File: config.mk
export PLATFORM = sky130hd
export DESIGN_NAME = regfile_param
export DESIGN_NICKNAME = d
export VERILOG_FILES = /design/src/rtl/regfile_param.sv
export SDC_FILE = /design/constraint.sdc
export NUM_CORES = 2
export LEC_CHECK = 0
export CORE_MARGIN = 2
export CORE_UTILIZATION = 62
export CTS_CLUSTER_SIZE = 25
export DETAILED_ROUTE_END_ITERATION = 16
export PLACE_DENSITY = 0.92
export SLEW_MARGIN = 30
export SYNTH_ARGS = -nofsm -noshare
export SYNTH_HDL_FRONTEND = slang
export SYNTH_SLANG_ARGS = --single-unit
export TNS_END_PERCENT = 10
File: constraint.sdc
create_clock -name clk -period 4.81 [get_ports clk]
set_input_delay 1.2025 -clock clk [delete_from_list [all_inputs] [get_ports clk]]
set_output_delay 1.2025 -clock clk [all_outputs]
set_load 0.02 [all_outputs]
File: src/rtl/regfile_param.sv
// Parametrised RV32I integer register file: hardwired-zero x0, sequential clear sweep,
// handshaked debug port. Define REGFILE_BYPASS_EN for write-to-read bypass on the read ports.
module regfile_param #(
    parameter int XLEN  = 32,
    parameter int NREGS = 32,
    localparam int AW   = $clog2(NREGS)
) (
    input  logic            clk,
    input  logic            rst_n,
    input  logic [AW-1:0]   ReadRegNum1,
    output logic [XLEN-1:0] ReadRegData1,
    input  logic [AW-1:0]   ReadRegNum2,
    output logic [XLEN-1:0] ReadRegData2,
    input  logic [AW-1:0]   WriteRegNum,
    input  logic [XLEN-1:0] WriteRegData,
    input  logic            RegWrite,
    input  logic            ClearReq,
    output logic            Busy,
    input  logic            DbgValid,
    input  logic            DbgWrite,
    input  logic [AW-1:0]   DbgAddr,
    input  logic [XLEN-1:0] DbgWData,
    output logic            DbgReady,
    output logic            DbgRValid,
    output logic [XLEN-1:0] DbgRData
);

    typedef enum logic {IDLE, CLEAR} state_t;

    state_t          state, next_state;
    logic [AW-1:0]   ptr, next_ptr;
    logic [XLEN-1:0] regs [NREGS];

    logic            core_we;
    logic            dbg_xfer;
    logic            dbg_we;
    logic            dbg_re;
    logic [XLEN-1:0] stored1;
    logic [XLEN-1:0] stored2;
    logic [XLEN-1:0] dbg_stored;

    always_comb begin
        next_state = state;
        next_ptr   = ptr;
        DbgReady   = 1'b0;
        core_we    = 1'b0;
        case (state)
            IDLE: begin
                // The core owns the array whenever it writes or asks for a clear.
                DbgReady = !RegWrite && !ClearReq;
                core_we  = RegWrite && (WriteRegNum != '0);
                if (ClearReq) begin
                    next_state = CLEAR;
                    next_ptr   = AW'(1);
                end
            end
            CLEAR: begin
                if (ptr == AW'(NREGS - 1)) begin
                    next_state = IDLE;
                end else begin
                    next_ptr = ptr + AW'(1);
                end
            end
            default: next_state = IDLE;
        endcase
    end

    assign dbg_xfer = DbgValid && DbgReady;
    assign dbg_we   = dbg_xfer && DbgWrite && (DbgAddr != '0);
    assign dbg_re   = dbg_xfer && !DbgWrite;
    assign Busy     = (state == CLEAR);

    always_ff @(posedge clk) begin
        if (!rst_n) begin
            state <= CLEAR;
            ptr   <= AW'(1);
        end else begin
            state <= next_state;
            ptr   <= next_ptr;
        end
    end

    // Reset never touches the array; entry 0 is never written and is masked on read.
    always_ff @(posedge clk) begin
        if (rst_n) begin
            if (state == CLEAR) begin
                regs[ptr] <= '0;
            end else if (core_we) begin
                regs[WriteRegNum] <= WriteRegData;
            end else if (dbg_we) begin
                regs[DbgAddr] <= DbgWData;
            end
        end
    end

    always_comb begin
        stored1    = (ReadRegNum1 == '0) ? '0 : regs[ReadRegNum1];
        stored2    = (ReadRegNum2 == '0) ? '0 : regs[ReadRegNum2];
        dbg_stored = (DbgAddr == '0)     ? '0 : regs[DbgAddr];
    end

    always_ff @(posedge clk) begin
        if (!rst_n) begin
            DbgRValid <= 1'b0;
            DbgRData  <= '0;
        end else begin
            DbgRValid <= dbg_re;
            if (dbg_re) begin
                DbgRData <= dbg_stored;
            end
        end
    end

`ifdef REGFILE_BYPASS_EN
    assign ReadRegData1 = (core_we && (WriteRegNum == ReadRegNum1)) ? WriteRegData : stored1;
    assign ReadRegData2 = (core_we && (WriteRegNum == ReadRegNum2)) ? WriteRegData : stored2;
`else
    assign ReadRegData1 = stored1;
    assign ReadRegData2 = stored2;
`endif

endmodule

==> flow_metrics.env <==
export IMPL_gpl_final_weighted_congestion=0.9897
export IMPL_worst_setup_path_type="input port to output port"
export IMPL_synth_main_ff_cell="sky130_fd_sc_hd__edfxtp_1"
export IMPL_final_setup_slack_of_the_worst_path_ns=-0.1182
export IMPL_antenna_found_initial=17
export IMPL_cts_tree="built"
export IMPL_count_of_final_hold_check_violations=0
export IMPL_hp_class="register to register"
export IMPL_route_antenna_remaining_nets=0
export IMPL_placeableCoreArea_um2=90420
export IMPL_postSynthRegisterBits=1063
export IMPL_p_leak_nw=20.18
export IMPL_floorplan_die_width_um=306.6
export IMPL_grt_start_max_net_pins=112
export IMPL_utilization=0.7333
export IMPL_critPathLaunch="ReadRegNum1[0]"
export IMPL_start_kind="input port"
export IMPL_maxSlewHeadroom=0.2476
export IMPL_clkTransAtPathRegs_ns=0.06
export IMPL_timing_clock_skew_ns=0.02946
export IMPL_async_flop_share=0
export IMPL_final_max_slew_violation_count=0
export IMPL_hp_start="DbgRData[18]"
export IMPL_drive_above_1_share=0.4390
export IMPL_placementRows=110
export IMPL_maxCapViolations=0
export IMPL_cell_internal_pwr_mw=16.06
export IMPL_p_seq_frac=0.478
export IMPL_cp_required_ns=3.61
export IMPL_numCtsBuffers=105
export IMPL_run_status="finished, violations left"
export IMPL_sw_frac_of_total=0.2444
export IMPL_grt_total_usage=0.4588
export IMPL_final_min_clock_period_ns=4.928
export IMPL_grt_overflow_total=0
export IMPL_drt_iter0_drc=8794
export IMPL_detailed_place_hpwl_um=123700
export IMPL_finalWirelength_um=212400
export IMPL_comb_power_share=0.118
export IMPL_clockRootBuffer="sky130_fd_sc_hd__clkbuf_16"
export IMPL_initial_utilization=0.6277
export IMPL_synth_avg_cell_area_um2=19.80
export IMPL_layout_worst_path_cycle_share=1.025
export IMPL_die_height_um=306.6
export IMPL_post_synth_num_cell_types=57
export IMPL_vdd_drop_max_v=0.0003256
export IMPL_worst_setup_path_end_kind="output port"
export IMPL_max_freq_mhz=202.9
export IMPL_cts_sink_count=1063
export IMPL_power_share_of_the_clock_group=0.404
export IMPL_net_switching_power_mw=5.197
export IMPL_ys_seq_area_frac=0.5555
export IMPL_number_of_design_rule_violations_left_after_detail_routing=0
export IMPL_path_max_fanout=12
export IMPL_final_net_count=3291
export IMPL_violations="setup timing"
export IMPL_power_density_nw_per_um2=320.7
export IMPL_rsz0062_at_grt="yes"
export IMPL_setup_violations=9
export IMPL_drt_pass1_iter_count=9
export IMPL_yosysWarningCount=0
export IMPL_crit_reg2reg_launch="Busy"
export IMPL_number_of_instances_in_the_synthesized_netlist=2866
export IMPL_worst_slew_pin_transition_ns=1.126
export IMPL_die_area_um2=93990
export IMPL_port_buffers=188
export IMPL_syn_to_final_growth_pct=16.82
export IMPL_cts_htree_levels=3
export IMPL_cts_hold_buffers=0
export IMPL_worst_ep_arrival_ns=3.73
export IMPL_synth_fp_nets=2958
export IMPL_totalPowerFinal_mw=21.26
export IMPL_via_count=40240
export IMPL_wire_length_of_the_first_global_routing_pass_um=299100
export IMPL_detail_route_wl_per_cell_um=47.42
export IMPL_vias_per_cell=8.984
export IMPL_number_of_global_route_vias_before_repair=40830
export IMPL_netlist_area_um2=56760
export IMPL_clk_insertion_delay_late_ns=0.72
export IMPL_number_of_enable_flip_flop_cells_after_synthesis=1024
export IMPL_num_io_pins=189
export IMPL_cts_path_max_buffers=3
## worst paths after layout
| check | cells after the start | slack [ns] | end |
|---|---|---|---|
| max | 8 | -0.12 | ReadRegData1[0] |
| min | 2 | 0.51 | DbgRData[18] |
| max reg2reg | 5 | 1.10 | regs[31][6] |
| min reg2reg | 2 | 0.51 | DbgRData[18] |
## power by group through the flow
stage	sequential [mW]	combinational, mW	clock, mW
6_report	10.2	2.51	8.59
5_1_grt	10.2	2.53	8.82
4_1_cts	10.2	2.41	8.53
3_5_place_dp	10.3	2.39	0
3_3_place_gp	10.3	2.33	0
2_1_floorplan	10.3	1.42	0
## state kept, by name (all words and copies together) (netlist names)
register / flops
regs: 1024
DbgRData: 32
ptr: 5
Busy: 1
DbgRValid: 1
## per-stage QoR
stage / setup TNS (ns) / hold slack (ns) / instances / area (um^2) / setup slack, ns
after floorplan: 0 / 0.5297 / 2866 / 56760 / 0.4102
after global placement: -2.911 / 0.4751 / 4268 / 62740 / -0.2653
after detailed placement: -4.826 / 0.4927 / 4268 / 62750 / -0.3665
after CTS: -0.7207 / 0.5073 / 4465 / 66220 / -0.1643
after global routing: -0.5361 / 0.5329 / 4467 / 66280 / -0.1391
final: -0.4773 / 0.5125 / 4479 / 66310 / -0.1182
## cell type report
| cell class | instances | area, um^2 |
|---|---|---|
| Inverter | 71 | 266.5 |
| Timing Repair Buffer | 492 | 5483 |
| Fill cell | 4670 | 24120 |
| Tap cell | 1176 | 1471 |
| Clock buffer | 139 | 2897 |
| Sequential cell | 1063 | 31530 |
| Antenna cell | 14 | 35.03 |
| Multi-Input combinational cell | 1466 | 23990 |
| Clock inverter | 58 | 630.6 |
## critical path: stages
cell	delay, ns
sky130_fd_sc_hd__buf_8	0.24
sky130_fd_sc_hd__buf_6	0.23
sky130_fd_sc_hd__mux4_2	0.56
sky130_fd_sc_hd__mux4_2	0.47
sky130_fd_sc_hd__nand2_1	0.10
sky130_fd_sc_hd__o21ai_0	0.15
sky130_fd_sc_hd__buf_4	0.21
sky130_fd_sc_hd__clkdlybuf4s50_1	0.55
## synthesized netlist by cell type, types with 2 or more instances
| master | number | share of area |
|---|---|---|
| sky130_fd_sc_hd__nand4b_1 | 3 | 0.00046 |
| sky130_fd_sc_hd__buf_12 | 3 | 0.0011 |
| sky130_fd_sc_hd__buf_4 | 12 | 0.0016 |
| sky130_fd_sc_hd__nand4_1 | 2 | 0.00022 |
| sky130_fd_sc_hd__nor2_1 | 51 | 0.0034 |
| sky130_fd_sc_hd__nor3b_1 | 4 | 0.00053 |
| sky130_fd_sc_hd__nand2b_1 | 18 | 0.0020 |
| sky130_fd_sc_hd__o22ai_1 | 37 | 0.0041 |
| sky130_fd_sc_hd__edfxtp_1 | 1024 | 0.54 |
| sky130_fd_sc_hd__a311oi_1 | 13 | 0.0020 |
| sky130_fd_sc_hd__nand2_1 | 126 | 0.0083 |
| sky130_fd_sc_hd__nor3_1 | 10 | 0.00088 |
| sky130_fd_sc_hd__nand3_1 | 10 | 0.00088 |
| sky130_fd_sc_hd__or3b_2 | 2 | 0.00031 |
| sky130_fd_sc_hd__a21oi_1 | 25 | 0.0022 |
| sky130_fd_sc_hd__o41ai_1 | 3 | 0.00046 |
| sky130_fd_sc_hd__mux4_4 | 3 | 0.0013 |
| sky130_fd_sc_hd__buf_6 | 10 | 0.0020 |
| sky130_fd_sc_hd__o21ai_0 | 91 | 0.0080 |
| sky130_fd_sc_hd__nand3b_1 | 3 | 0.00040 |
| sky130_fd_sc_hd__and3b_1 | 3 | 0.00046 |
| sky130_fd_sc_hd__nor2b_1 | 5 | 0.00055 |
| sky130_fd_sc_hd__and3_1 | 2 | 0.00022 |
| sky130_fd_sc_hd__a31oi_1 | 2 | 0.00022 |
| sky130_fd_sc_hd__a221oi_1 | 14 | 0.0022 |
| sky130_fd_sc_hd__inv_1 | 70 | 0.0046 |
| sky130_fd_sc_hd__a21boi_0 | 2 | 0.00026 |
| sky130_fd_sc_hd__mux2_2 | 4 | 0.00079 |
| sky130_fd_sc_hd__buf_1 | 29 | 0.0019 |
| sky130_fd_sc_hd__a22oi_1 | 14 | 0.0019 |
| sky130_fd_sc_hd__a22o_1 | 59 | 0.0091 |
| sky130_fd_sc_hd__dfxtp_1 | 39 | 0.014 |
| sky130_fd_sc_hd__clkbuf_1 | 126 | 0.0083 |
| sky130_fd_sc_hd__mux2i_1 | 24 | 0.0042 |
| sky130_fd_sc_hd__nor4_1 | 13 | 0.0014 |
| sky130_fd_sc_hd__a211oi_1 | 2 | 0.00026 |
| sky130_fd_sc_hd__buf_2 | 86 | 0.0076 |
| sky130_fd_sc_hd__mux4_2 | 900 | 0.36 |
| sky130_fd_sc_hd__o211ai_1 | 3 | 0.00040 |
| sky130_fd_sc_hd__ha_1 | 2 | 0.00044 |
## layout by cell type (no fill, tap or decap), drive strengths merged, types with 37 or more instances in the layout
master | Yosys | layout
a22o | 59 | 59
buf | 140 | 331
clkbuf | 126 | 139
clkdlybuf4s50 | 0 | 115
clkinv | 0 | 39
dfxtp | 39 | 39
edfxtp | 1024 | 1024
inv | 71 | 74
mux4 | 903 | 903
nand2 | 126 | 126
nor2 | 51 | 51
o21ai | 92 | 92
o22ai | 37 | 37
## kinds of logic (layout without fill, tap and decap cells)
| family | count (synthesis) | after routing | share of synthesized area |
|---|---|---|---|
| flip-flops | 1063 | 1063 | 0.5555 |
| AND/OR/NAND/NOR | 257 | 257 | 0.02072 |
| adder cells (fa/ha/maj) | 2 | 2 | 0.0004408 |
| other | 0 | 14 | 0 |
| buffers and inverters | 337 | 760 | 0.02716 |
| AO/OA/AOI/OAI | 276 | 276 | 0.03273 |
| multiplexers | 931 | 931 | 0.3635 |
## metal layers
layer / vias up / track usage / routed length, um
met2: 5634 / 0.6538 / 91710
met5: - / 0.01085 / 283
met4: 18 / 0.3526 / 22220
li1: 13430 / - / -
met1: 19450 / 0.5391 / 56960
met3: 1708 / 0.2212 / 41220
## repair_timing
item,in CTS,in global routing
setup buffers,0,0
endpoints found under the setup margin,57,19
resized for setup,56,19
No activity file was read; power rests on OpenSTA's default activity.
